===== src/rtl/mem_ctrl_if.sv =====
// mem_ctrl_if: client (fetch, load/store) and 8-bit RAM/IO bus signals of mem_ctrl.
// Latency: none, wires only.
// Backpressure: clients hold req until their done pulse; the global rdy lives outside.
// Ports: master = clients + RAM side (drive reqs and mem_din); slave = controller.
interface mem_ctrl_if #(
    parameter int ADDR_W = 32
);
    logic              if_req;
    logic [ADDR_W-1:0] if_addr;
    logic              if_done;
    logic [31:0]       if_data;

    logic              ls_req;
    logic              ls_wr;
    logic [1:0]        ls_size;
    logic [ADDR_W-1:0] ls_addr;
    logic [31:0]       ls_wdata;
    logic              ls_done;
    logic [31:0]       ls_rdata;

    logic [7:0]        mem_din;
    logic [7:0]        mem_dout;
    logic [ADDR_W-1:0] mem_a;
    logic              mem_wr;

    modport master (
        output if_req, if_addr, ls_req, ls_wr, ls_size, ls_addr, ls_wdata, mem_din,
        input  if_done, if_data, ls_done, ls_rdata, mem_dout, mem_a, mem_wr
    );

    modport slave (
        input  if_req, if_addr, ls_req, ls_wr, ls_size, ls_addr, ls_wdata, mem_din,
        output if_done, if_data, ls_done, ls_rdata, mem_dout, mem_a, mem_wr
    );
endinterface


===== src/rtl/mem_ctrl.sv =====
// mem_ctrl: serialises fetch and load/store requests into byte cycles on an 8-bit RAM/IO bus.
// Latency: accept edge to done is N+1 cycles for reads, N for writes (N = 1/2/4 bytes).
// Backpressure: clients hold req until done; rdy=0 freezes all state and gates mem_wr.
// Ports: clk; rst (async, active-low); rdy (global ready); bus (mem_ctrl_if.slave).
module mem_ctrl #(
    parameter int ADDR_W   = 32,
    parameter int IF_BYTES = 4
) (
    input  logic      clk,
    input  logic      rst,
    input  logic      rdy,
    mem_ctrl_if.slave bus
);
    typedef enum logic [1:0] {
        IDLE = 2'd0,
        RD   = 2'd1,
        WR   = 2'd2,
        ACK  = 2'd3
    } state_t;

    localparam logic [2:0] IF_N = 3'(IF_BYTES);

    state_t            r_state;
    state_t            w_state_nxt;
    logic [ADDR_W-1:0] r_base;
    logic [2:0]        r_n;
    logic [2:0]        r_cnt;
    logic              r_is_ls;
    logic [31:0]       r_wdata;
    logic [31:0]       r_buf;
    logic [31:0]       r_if_data;
    logic [31:0]       r_ls_rdata;

    logic [2:0]        w_ls_n;
    logic [1:0]        w_byte_idx;
    logic [31:0]       w_assembled;
    logic [7:0]        w_wbyte;
    logic              w_addr_phase;

    always_comb begin
        case (bus.ls_size)
            2'd0:    w_ls_n = 3'd1;
            2'd1:    w_ls_n = 3'd2;
            default: w_ls_n = 3'd4;
        endcase
    end

    // In RD the byte arriving on mem_din belongs to the address driven one
    // cycle earlier, i.e. byte index r_cnt-1.
    assign w_byte_idx   = r_cnt[1:0] - 2'd1;
    assign w_assembled  = r_buf | ({24'd0, bus.mem_din} << {w_byte_idx, 3'b000});
    assign w_wbyte      = 8'(r_wdata >> {r_cnt[1:0], 3'b000});
    assign w_addr_phase = (r_cnt < r_n);

    // State register
    always_ff @(posedge clk or negedge rst) begin
        if (!rst) begin
            r_state <= IDLE;
        end else if (rdy) begin
            r_state <= w_state_nxt;
        end
    end

    // Next-state logic; load/store wins over fetch when both are pending.
    always_comb begin
        w_state_nxt = r_state;
        case (r_state)
            IDLE: begin
                if (bus.ls_req) begin
                    w_state_nxt = bus.ls_wr ? WR : RD;
                end else if (bus.if_req) begin
                    w_state_nxt = RD;
                end
            end
            RD:      if (r_cnt == r_n) w_state_nxt = ACK;
            WR:      if (r_cnt == r_n - 3'd1) w_state_nxt = ACK;
            default: w_state_nxt = IDLE;
        endcase
    end

    // Request latch, byte counter and read assembly.
    always_ff @(posedge clk or negedge rst) begin
        if (!rst) begin
            r_base     <= '0;
            r_n        <= 3'd0;
            r_cnt      <= 3'd0;
            r_is_ls    <= 1'b0;
            r_wdata    <= 32'd0;
            r_buf      <= 32'd0;
            r_if_data  <= 32'd0;
            r_ls_rdata <= 32'd0;
        end else if (rdy) begin
            case (r_state)
                IDLE: begin
                    r_cnt <= 3'd0;
                    r_buf <= 32'd0;
                    if (bus.ls_req) begin
                        r_base  <= bus.ls_addr;
                        r_n     <= w_ls_n;
                        r_is_ls <= 1'b1;
                        r_wdata <= bus.ls_wdata;
                    end else if (bus.if_req) begin
                        r_base  <= bus.if_addr;
                        r_n     <= IF_N;
                        r_is_ls <= 1'b0;
                    end
                end
                RD: begin
                    r_cnt <= r_cnt + 3'd1;
                    if (r_cnt != 3'd0) begin
                        r_buf <= w_assembled;
                    end
                    // Result registers only change on completion so the
                    // previous value stays visible for the whole read.
                    if (r_cnt == r_n) begin
                        if (r_is_ls) begin
                            r_ls_rdata <= w_assembled;
                        end else begin
                            r_if_data <= w_assembled;
                        end
                    end
                end
                WR: begin
                    r_cnt <= r_cnt + 3'd1;
                end
                default: ;
            endcase
        end
    end

    // Output logic; bus outputs decode from held state so a freeze keeps them.
    always_comb begin
        bus.mem_a    = '0;
        bus.mem_wr   = 1'b0;
        bus.mem_dout = 8'd0;
        bus.if_done  = 1'b0;
        bus.ls_done  = 1'b0;
        case (r_state)
            RD: begin
                if (w_addr_phase) begin
                    bus.mem_a = r_base + ADDR_W'(r_cnt);
                end
            end
            WR: begin
                bus.mem_a    = r_base + ADDR_W'(r_cnt);
                bus.mem_wr   = rdy;
                bus.mem_dout = w_wbyte;
            end
            ACK: begin
                bus.if_done = !r_is_ls;
                bus.ls_done = r_is_ls;
            end
            default: ;
        endcase
    end

    assign bus.if_data  = r_if_data;
    assign bus.ls_rdata = r_ls_rdata;
endmodule


===== src/flat_wrapper.sv =====
// flat-port wrapper written by rule: the top's interface ports become plain ports
module mem_ctrl_flat 
#(
    parameter int ADDR_W   = 32,
    parameter int IF_BYTES = 4
)
  (clk, rst, rdy, bus_if_req, bus_if_addr, bus_ls_req, bus_ls_wr, bus_ls_size, bus_ls_addr, bus_ls_wdata, bus_mem_din, bus_if_done, bus_if_data, bus_ls_done, bus_ls_rdata, bus_mem_dout, bus_mem_a, bus_mem_wr);
  mem_ctrl_if #(.ADDR_W(ADDR_W)) bus_i ();
  input  logic clk;
  input  logic rst;
  input  logic rdy;
  input wire logic [$bits(bus_i.if_req)-1:0] bus_if_req;
  input wire logic [$bits(bus_i.if_addr)-1:0] bus_if_addr;
  input wire logic [$bits(bus_i.ls_req)-1:0] bus_ls_req;
  input wire logic [$bits(bus_i.ls_wr)-1:0] bus_ls_wr;
  input wire logic [$bits(bus_i.ls_size)-1:0] bus_ls_size;
  input wire logic [$bits(bus_i.ls_addr)-1:0] bus_ls_addr;
  input wire logic [$bits(bus_i.ls_wdata)-1:0] bus_ls_wdata;
  input wire logic [$bits(bus_i.mem_din)-1:0] bus_mem_din;
  output wire logic [$bits(bus_i.if_done)-1:0] bus_if_done;
  output wire logic [$bits(bus_i.if_data)-1:0] bus_if_data;
  output wire logic [$bits(bus_i.ls_done)-1:0] bus_ls_done;
  output wire logic [$bits(bus_i.ls_rdata)-1:0] bus_ls_rdata;
  output wire logic [$bits(bus_i.mem_dout)-1:0] bus_mem_dout;
  output wire logic [$bits(bus_i.mem_a)-1:0] bus_mem_a;
  output wire logic [$bits(bus_i.mem_wr)-1:0] bus_mem_wr;
  assign bus_i.if_req = bus_if_req;
  assign bus_i.if_addr = bus_if_addr;
  assign bus_i.ls_req = bus_ls_req;
  assign bus_i.ls_wr = bus_ls_wr;
  assign bus_i.ls_size = bus_ls_size;
  assign bus_i.ls_addr = bus_ls_addr;
  assign bus_i.ls_wdata = bus_ls_wdata;
  assign bus_i.mem_din = bus_mem_din;
  assign bus_if_done = bus_i.if_done;
  assign bus_if_data = bus_i.if_data;
  assign bus_ls_done = bus_i.ls_done;
  assign bus_ls_rdata = bus_i.ls_rdata;
  assign bus_mem_dout = bus_i.mem_dout;
  assign bus_mem_a = bus_i.mem_a;
  assign bus_mem_wr = bus_i.mem_wr;
  mem_ctrl #(.ADDR_W(ADDR_W), .IF_BYTES(IF_BYTES)) u_core (.clk(clk), .rst(rst), .rdy(rdy), .bus(bus_i));
endmodule

===== config.mk =====
export PLATFORM = sky130hd
export DESIGN_NAME = mem_ctrl_flat
export DESIGN_NICKNAME = d
export VERILOG_FILES = /design/src/rtl/mem_ctrl_if.sv /design/src/rtl/mem_ctrl.sv /design/src/flat_wrapper.sv
export SDC_FILE = /design/constraint.sdc
export NUM_CORES = 1
export LEC_CHECK = 0
export BUFFER_PORTS_ARGS = -buffer_cell sky130_fd_sc_hd__buf_4
export CAP_MARGIN = 25
export CORE_MARGIN = 2
export CORE_UTILIZATION = 57
export DETAILED_ROUTE_END_ITERATION = 10
export PLACE_DENSITY_LB_ADDON = 0.12
export RECOVER_POWER = 50
export SLEW_MARGIN = 10
export SYNTH_ARGS = -nofsm -noshare
export SYNTH_HDL_FRONTEND = slang
export SYNTH_SLANG_ARGS = --single-unit

===== constraint.sdc =====
create_clock -name clk -period 6 [get_ports clk]
set_input_delay 0.6 -clock clk [delete_from_list [all_inputs] [get_ports clk]]
set_output_delay 0.6 -clock clk [all_outputs]
set_load 0.01 [all_outputs]

==> key figures, run 1 <==
Power
  – Switching part of the total: 0.3902
  – Comb power frac: 0.397
  – NetSw: 2081 uW
  – Internal Dissipation: 3253 uW
  – Clock power share: 0.208
  – Flop pwr share: 0.395
  – Leak: 0.004734 uW
  – Worst vdd ir: 293.8 uV
  – PD cells: 523.0 mW/mm^2

Yosys
  – Mux share of post-synthesis cell area: 0.1124
  – Largest family of logic cells by synthesized area: simple AND/OR/NAND/NOR gates
  – Dominant synthesized flop cell: dfrtp_1
  – Ys Warns: 0
  – Complex-gate fraction of the synthesized area: 0.1368
  – Largest area contributor in the netlist: dfrtp_1
  – Post-Syn Area: 0.008124 sq mm
  – Share of the synthesized area in the top cell type: 0.5206
  – Post-Synth Adder-Cell Area: 0.02403
  – Post-Synth XOR/XNOR Area: 0.01371
  – Post-synth EDFFs: 0
  – Sequential area share after synthesis: 0.5206
  – Post-Synth Simple-Gate Area: 0.1608
  – Flops & latches, synth: 169
  – Distinct cells, synth: 47
  – Syn Nets: 935
  – Avg Cell Area, Syn: 10.05 sq um
  – Top post-synthesis cells by area: dfrtp_1 (52%), a21oi_1 (9.2%), nor2_1 (5.2%)
  – Asr flop ratio synth: 1.000
  – Cells after synthesis: 808

Final layout
  – Fin util: 0.7348
  – Storage cell area: 0.004229 sq mm
  – Ant diodes: 0
  – Multi-input logic area: 0.003652 sq mm
  – Layout cells sized above 1: 0.2411
  – Fillers: 1095
  – # nets final: 1126
  – Area Growth Syn to Fin: 25.55%

Detailed routing
  – DRC Markers: 0
  – WL/cell: 16.97 um
  – Final antenna-violating net count: 0
  – Wl on met1: 8616 um
  – Routed wl met3: 1512 um
  – DR vias: 6882
  – Drt pass-1 iters: 5
  – Via density: 5.773
  – Total Wirelength: 20220 um
  – DR iter-0 viols: 499
  – WL met2: 9611 um
  – Uppermost layer routed: met4

Floorplanning
  – Core ar.: 0.01388 sq mm
  – # rows: 43
  – Initial core utilization: 0.5853
  – Die height: 123.4 um
  – Die width: 123.4 um
  – Die area: 0.01522 sq mm
  – IO Count: 219

Setup path
  – Arrival @ worst endpoint: 3.34 ns
  – CP Class: reg2out
  – CP max stage delay: 0.76 ns
  – Crit. End Element: output pin
  – Crit-path cells: ha_1, nor2b_1, o21ai_1, nand2_1, a21oi_1, buf_4
  – CP required: 5.40 ns
  – Startpoint Class: flop
  – Crit-path max FO: 27
  – Slowest CP cell: dfrtp_1
  – R2R depth: 6

Timing
  – Maximum clock rate: 253.6 MHz
  – PnR worst setup slack: 2.056 ns
  – Final TNS setup: 0 ns
  – WHS: 0.2422 ns
  – Final Cycle Share: 0.6573
  – Period minus WS final: 3.944 ns
  – Final slew viol count: 90
  – Finish-stage setup viols: 0
  – Final hold viol count: 0
  – Max_slew headroom: -0.2181
  – Clock Skew: 0.007345 ns
  – RSZ-0062 raised after global routing: false
  – Worst Max-Slew Pin Slew: 1.827 ns

Global route
  – First-pass GRT wire length: 32040 um
  – Antenna violations before repair: 0
  – Total GRT Usage: 0.2734
  – Vias in the first global route: 6428
  – GRT overflow: 0
  – Pin count of the biggest net entering global routing: 102

Clock network
  – CTS max path bufs: 2
  – Root Driver: clkbuf_16
  – Worst-Skew Late Latency: 0.42 ns
  – Depth of the CTS H-tree: 4
  – # Post-CTS Setup Buffers: 0
  – Cts repair resizes: 0
  – CTS tree: done
  – Clock Pin Slew Worst Setup and Hold Paths: 0.07 ns
  – # hold bufs at CTS: 0
  – Number of buffers created by CTS: 17
  – Clk sinks: 169

Placement
  – RD Place Congestion: 0.8847
  – PortBufs: 218
  – Detailed placement HPWL: 13950 um
  – DP Worst Slack: 2.501 ns

Status
  – Failing checks: capacitance limit, slew limit
  – Status: finished, violations left

Worst hold path
  – Worst hold-check path type: in2async

Job
  – Max-Cap Viols: 2
## Yosys cell counts (8+ instances only)
cell,n
mux2_2,34
buf_1,11
mux4_2,8
o31ai_1,17
o21ai_0,38
a21oi_1,150
nand2_1,57
nand3_1,12
dfrtp_1,169
nand4_1,10
inv_1,10
buf_2,8
mux2i_1,35
and2_1,14
nor2_1,112
or4_1,15
ha_1,14
clkbuf_1,34
## cells in the final DEF (no fill, tap or decap), types with 8 or more instances in the layout
cell type  instances
nand4_1           10
mux2_2            34
buf_4            159
clkbuf_16         17
mux4_2             8
dfrtp_1          169
o31ai_1           17
o21ai_0           38
nand2_1           57
or4_1             15
nor2_1           111
and2_1            14
mux2i_1           35
ha_1              14
clkbuf_1          67
inv_1             10
a21oi_1          150
nand3_1           12
## kinds of logic (layout without fill, tap and decap cells)
family	count (synthesis)	in the layout
AO/OA/AOI/OAI	211	211
XOR/XNOR	11	11
adder cells (fa/ha/maj)	15	15
buffers and inverters	64	268
flip-flops	169	169
multiplexers	77	77
AND/OR/NAND/NOR	261	261
## power by group through the flow
stage / Combinational [uW] / Clock, uW / Sequential, uW
after global routing: 2380 / 1170 / 2180
after CTS: 2290 / 1130 / 2110
after global placement: 2200 / 0 / 2100
after detailed placement: 2260 / 0 / 2120
after floorplan: 1360 / 0 / 2070
final: 2120 / 1110 / 2110
## critical path, delay by kind of cell (launching register included)
kind	cells	cell delay, ns
buffers and inverters	1	0.17
AO/OA/AOI/OAI	2	0.81
flip-flops	1	0.76
AND/OR/NAND/NOR	2	0.82
adder cells (fa/ha/maj)	1	0.35
## registers in the layout, summed over array words and instances, names as in the netlist, 2 cells and up
name / flops
u_core.r_state: 2
u_core.bus.ls_rdata: 32
u_core.r_wdata: 32
u_core.r_buf: 32
u_core.r_n: 3
u_core.r_base: 32
u_core.r_cnt: 3
u_core.bus.if_data: 32
## stage by stage
stage / power, uW / instances / instance area [sq um]
after floorplan: 3432 / 808 / 8124
after CTS: 5518 / 1191 / 10440
after global placement: 4296 / 1159 / 9837
after detailed placement: 4380 / 1159 / 9837
final: 5334 / 1192 / 10200
after global routing: 5738 / 1192 / 10200
## metal layers
metal	track usage	vias to the layer above
met1	0.3747	3327
met3	0.05673	37
met2	0.4354	269
li1	-	3249
met4	0.09659	0
met5	0	-
## final cells by class
type | count | area share
Sequential cell | 169 | 0.4146
Clock inverter | 11 | 0.01300
Clock buffer | 21 | 0.04612
Timing Repair Buffer | 226 | 0.1424
Tap cell | 180 | 0.02208
Multi-Input combinational cell | 575 | 0.3581
Inverter | 10 | 0.003680
## path summary, 6_finish.rpt
path,startpoint,endpoint,slack [ns]
max in group asynchronous,rst,u_core.r_base[9],4.35
worst min-delay path,rst,u_core.bus.if_data[5],0.24
worst max-delay path,u_core.r_cnt[1],bus_mem_a[22],2.06
min in group clk,bus_ls_size[1],u_core.r_n[0],0.37
worst min register to register,u_core.r_base[0],u_core.r_base[0],0.49
worst max register to register,u_core.r_state[0],u_core.r_base[31],2.62
Note: power is estimated with default switching activity, not from simulation.
==> inputs of run 2 (changes only) <==
- CORE_UTILIZATION: 57 -> 48
- clock period: 6 -> 3.17 ns (I/O delays scaled with it)
==> run 2 against run 1 <==
The run still ends with capacitance limit, slew limit left. Sequential share of layout area is 0.56 points lower. Clock skew is 0.0080 ns higher. Routed wire length is 0.12% higher. Sequential power is 85% higher. Cell count is 3.9% higher. Critical path type unchanged. Highest routed layer unchanged.
==> key figures, run 2 (synthesized netlist as in run 1, its figures left out) <==
Final layout
  – Storage cell area: 0.004229 sq mm (unchanged)
  – Commonest non-fill, non-tap cell in the layout: dfrtp_1 (unchanged)
  – Multi-input logic area: 0.003670 sq mm (was 0.003652 sq mm)
  – Layout cells sized above 1: 0.2512 (was 0.2411)
  – Fillers: 1526 (was 1095)
  – Most frequent cells in the layout: dfrtp_1 (169), buf_4 (163), a21oi_1 (150) (was dfrtp_1 (169), buf_4 (159), a21oi_1 (150))
  – # nets final: 1133 (was 1126)
  – Ant diodes: 0 (unchanged)
  – Area Growth Syn to Fin: 27.28% (was 25.55%)

Floorplanning
  – # rows: 47 (was 43)
  – Core ar.: 0.01658 sq mm (was 0.01388 sq mm)
  – Initial core utilization: 0.4899 (was 0.5853)
  – Die height: 134.1 um (was 123.4 um)
  – Die area: 0.01798 sq mm (was 0.01522 sq mm)
  – Die width: 134.1 um (was 123.4 um)
  – IO Count: 219 (unchanged)

Detailed routing
  – WL/cell: 16.34 um (was 16.97 um)
  – Routed wl met3: 1431 um (was 1512 um)
  – Via density: 5.387 (was 5.773)
  – DR vias: 6675 (was 6882)
  – DR iter-0 viols: 455 (was 499)
  – Total Wirelength: 20250 um (was 20220 um)
  – Wl on met1: 9289 um (was 8616 um)
  – WL met2: 9331 um (was 9611 um)
  – Final antenna-violating net count: 0 (unchanged)
  – Drt pass-1 iters: 4 (was 5)
  – DRC Markers: 0 (unchanged)
  – Uppermost layer routed: met4 (unchanged)

Setup path
  – R2R depth: 7 (was 6)
  – Buf+Inv Stages, Crit Path: 1 (unchanged)
  – CP Class: reg2out (unchanged)
  – CP max stage delay: 0.46 ns (was 0.76 ns)
  – Delay-heaviest family, CP: simple AND/OR/NAND/NOR gates (unchanged)
  – Crit-path max FO: 22 (was 27)
  – R2R Path Start: u_core.r_cnt[0] (was u_core.r_state[0])
  – Crit-path cells: ha_1, a21oi_1, and2_2, nor4_2, mux2i_1, buf_4 (was ha_1, nor2b_1, o21ai_1, nand2_1, a21oi_1, buf_4)
  – Crit Reg-Reg Endpoint: u_core.r_buf[0] (was u_core.r_base[31])
  – Slowest CP cell: dfrtp_1 (unchanged)
  – CP required: 2.85 ns (was 5.40 ns)
  – Arrival @ worst endpoint: 2.62 ns (was 3.34 ns)
  – Crit. End Element: output pin (unchanged)
  – Startpoint Class: flop (unchanged)
  – R2r setup slk: 0.72 ns (was 2.62 ns)

Global route
  – Total GRT Usage: 0.2302 (was 0.2734)
  – Pin count of the biggest net entering global routing: 83 (was 102)
  – First-pass GRT wire length: 33100 um (was 32040 um)
  – Antenna violations before repair: 0 (unchanged)
  – Vias in the first global route: 6507 (was 6428)
  – GRT overflow: 0 (unchanged)

Timing
  – Maximum clock rate: 340.6 MHz
  – Final hold viol count: 0 (unchanged)
  – Worst Max-Slew Pin Slew: 2.162 ns (was 1.827 ns)
  – Period minus WS final: 2.936 ns
  – Clock Skew: 0.01531 ns (was 0.007345 ns)
  – Final Cycle Share: 0.9261
  – PnR worst setup slack: 0.2342 ns (was 2.056 ns)
  – Max_slew headroom: -0.4412 (was -0.2181)
  – Final slew viol count: 81 (was 90)
  – Finish-stage setup viols: 0 (unchanged)
  – Final TNS setup: 0 ns (unchanged)
  – RSZ-0062 raised after global routing: false (unchanged)

Clock network
  – Depth of the CTS H-tree: 4 (unchanged)
  – Worst-Skew Late Latency: 0.43 ns (was 0.42 ns)
  – Root Driver: clkbuf_16 (unchanged)
  – Clk sinks: 169 (unchanged)
  – CTS max path bufs: 2 (unchanged)
  – Number of buffers created by CTS: 17 (unchanged)
  – Clock Pin Slew Worst Setup and Hold Paths: 0.06 ns (was 0.07 ns)
  – # Post-CTS Setup Buffers: 0 (unchanged)
  – CTS tree: done (unchanged)

Worst hold path
  – Worst hold-check path type: in2reg (was in2async)
  – Min-Delay Path Depth: 2
  – HP Start: bus_ls_size[1]
  – Hold EP: u_core.r_n[0]

Status
  – Failing checks: capacitance limit, slew limit (unchanged)
  – Status: finished, violations left (unchanged)

Placement
  – DP Worst Slack: 0.5098 ns (was 2.501 ns)
  – Detailed placement HPWL: 14140 um (was 13950 um)
  – RD Place Congestion: 0.8177 (was 0.8847)
  – PortBufs: 218 (unchanged)

Job
  – Max-Cap Viols: 1 (was 2)

Power
  – Worst vdd ir: 599.3 uV (was 293.8 uV)
  – Pwr Total: 10020 uW (was 5334 uW)
  – PD cells: 969.0 mW/mm^2 (was 523.0 mW/mm^2)
  – Leak: 0.004760 uW (was 0.004734 uW)
-- run 2: layout make-up --
type,instances,area share
Multi-Input combinational cell,575,0.3549
Clock buffer,19,0.04284
Timing Repair Buffer,233,0.1508
Clock inverter,13,0.01222
Sequential cell,169,0.4090
Inverter,10,0.003630
Tap cell,220,0.02662
-- run 2: what timing repair did --
action | CTS | global route
resized for setup | 0 | 4
hold buffers | 1 | 0
endpoints found under the setup margin | 0 | 12
hold endpoints to repair | 69 | 0
-- run 2: metal layers --
layer | track usage | vias to the layer above
met2 | 0.3499 | 197
met4 | 0.06257 | 0
met3 | 0.06349 | 14
li1 | - | 3264
met1 | 0.3279 | 3200
met5 | 0 | -
-- run 2: power breakdown --
| part | internal [uW] | switching, uW | total, uW |
|---|---|---|---|
| logic | 1830 | 2320 | 4140 |
| registers | 3170 | 728 | 3900 |
| clock network | 1060 | 918 | 1980 |
| total | 6060 | 3960 | 10000 |
-- run 2: worst max-delay path by stage --
stage                                from            end  slack (ns)  cells after the start
after floorplan           u_core.r_cnt[0]  bus_mem_a[20]        0.86                      7
after global placement    u_core.r_cnt[2]  bus_mem_a[26]        0.54                      6
after detailed placement  u_core.r_cnt[2]  bus_mem_a[26]        0.51                      6
after CTS                 u_core.r_cnt[2]  bus_mem_a[31]        0.03                      6
after global routing      u_core.r_cnt[2]  bus_mem_a[30]        0.08                      6
final                     u_core.r_cnt[2]  bus_mem_a[31]        0.23                      6
-- run 2: per-stage QoR --
step / hold WS, ns / area (sq um) / utilization / std cells
6_report: 0.08381 / 10340 / 0.6235 / 1239
5_1_grt: 0.07807 / 10340 / 0.6235 / 1239
4_1_cts: 0.06681 / 10550 / 0.6361 / 1238
3_5_place_dp: 0.4344 / 9970 / 0.6012 / 1205
3_3_place_gp: 0.4324 / 9970 / 0.6012 / 1205
2_1_floorplan: 0.02141 / 8124 / - / 808
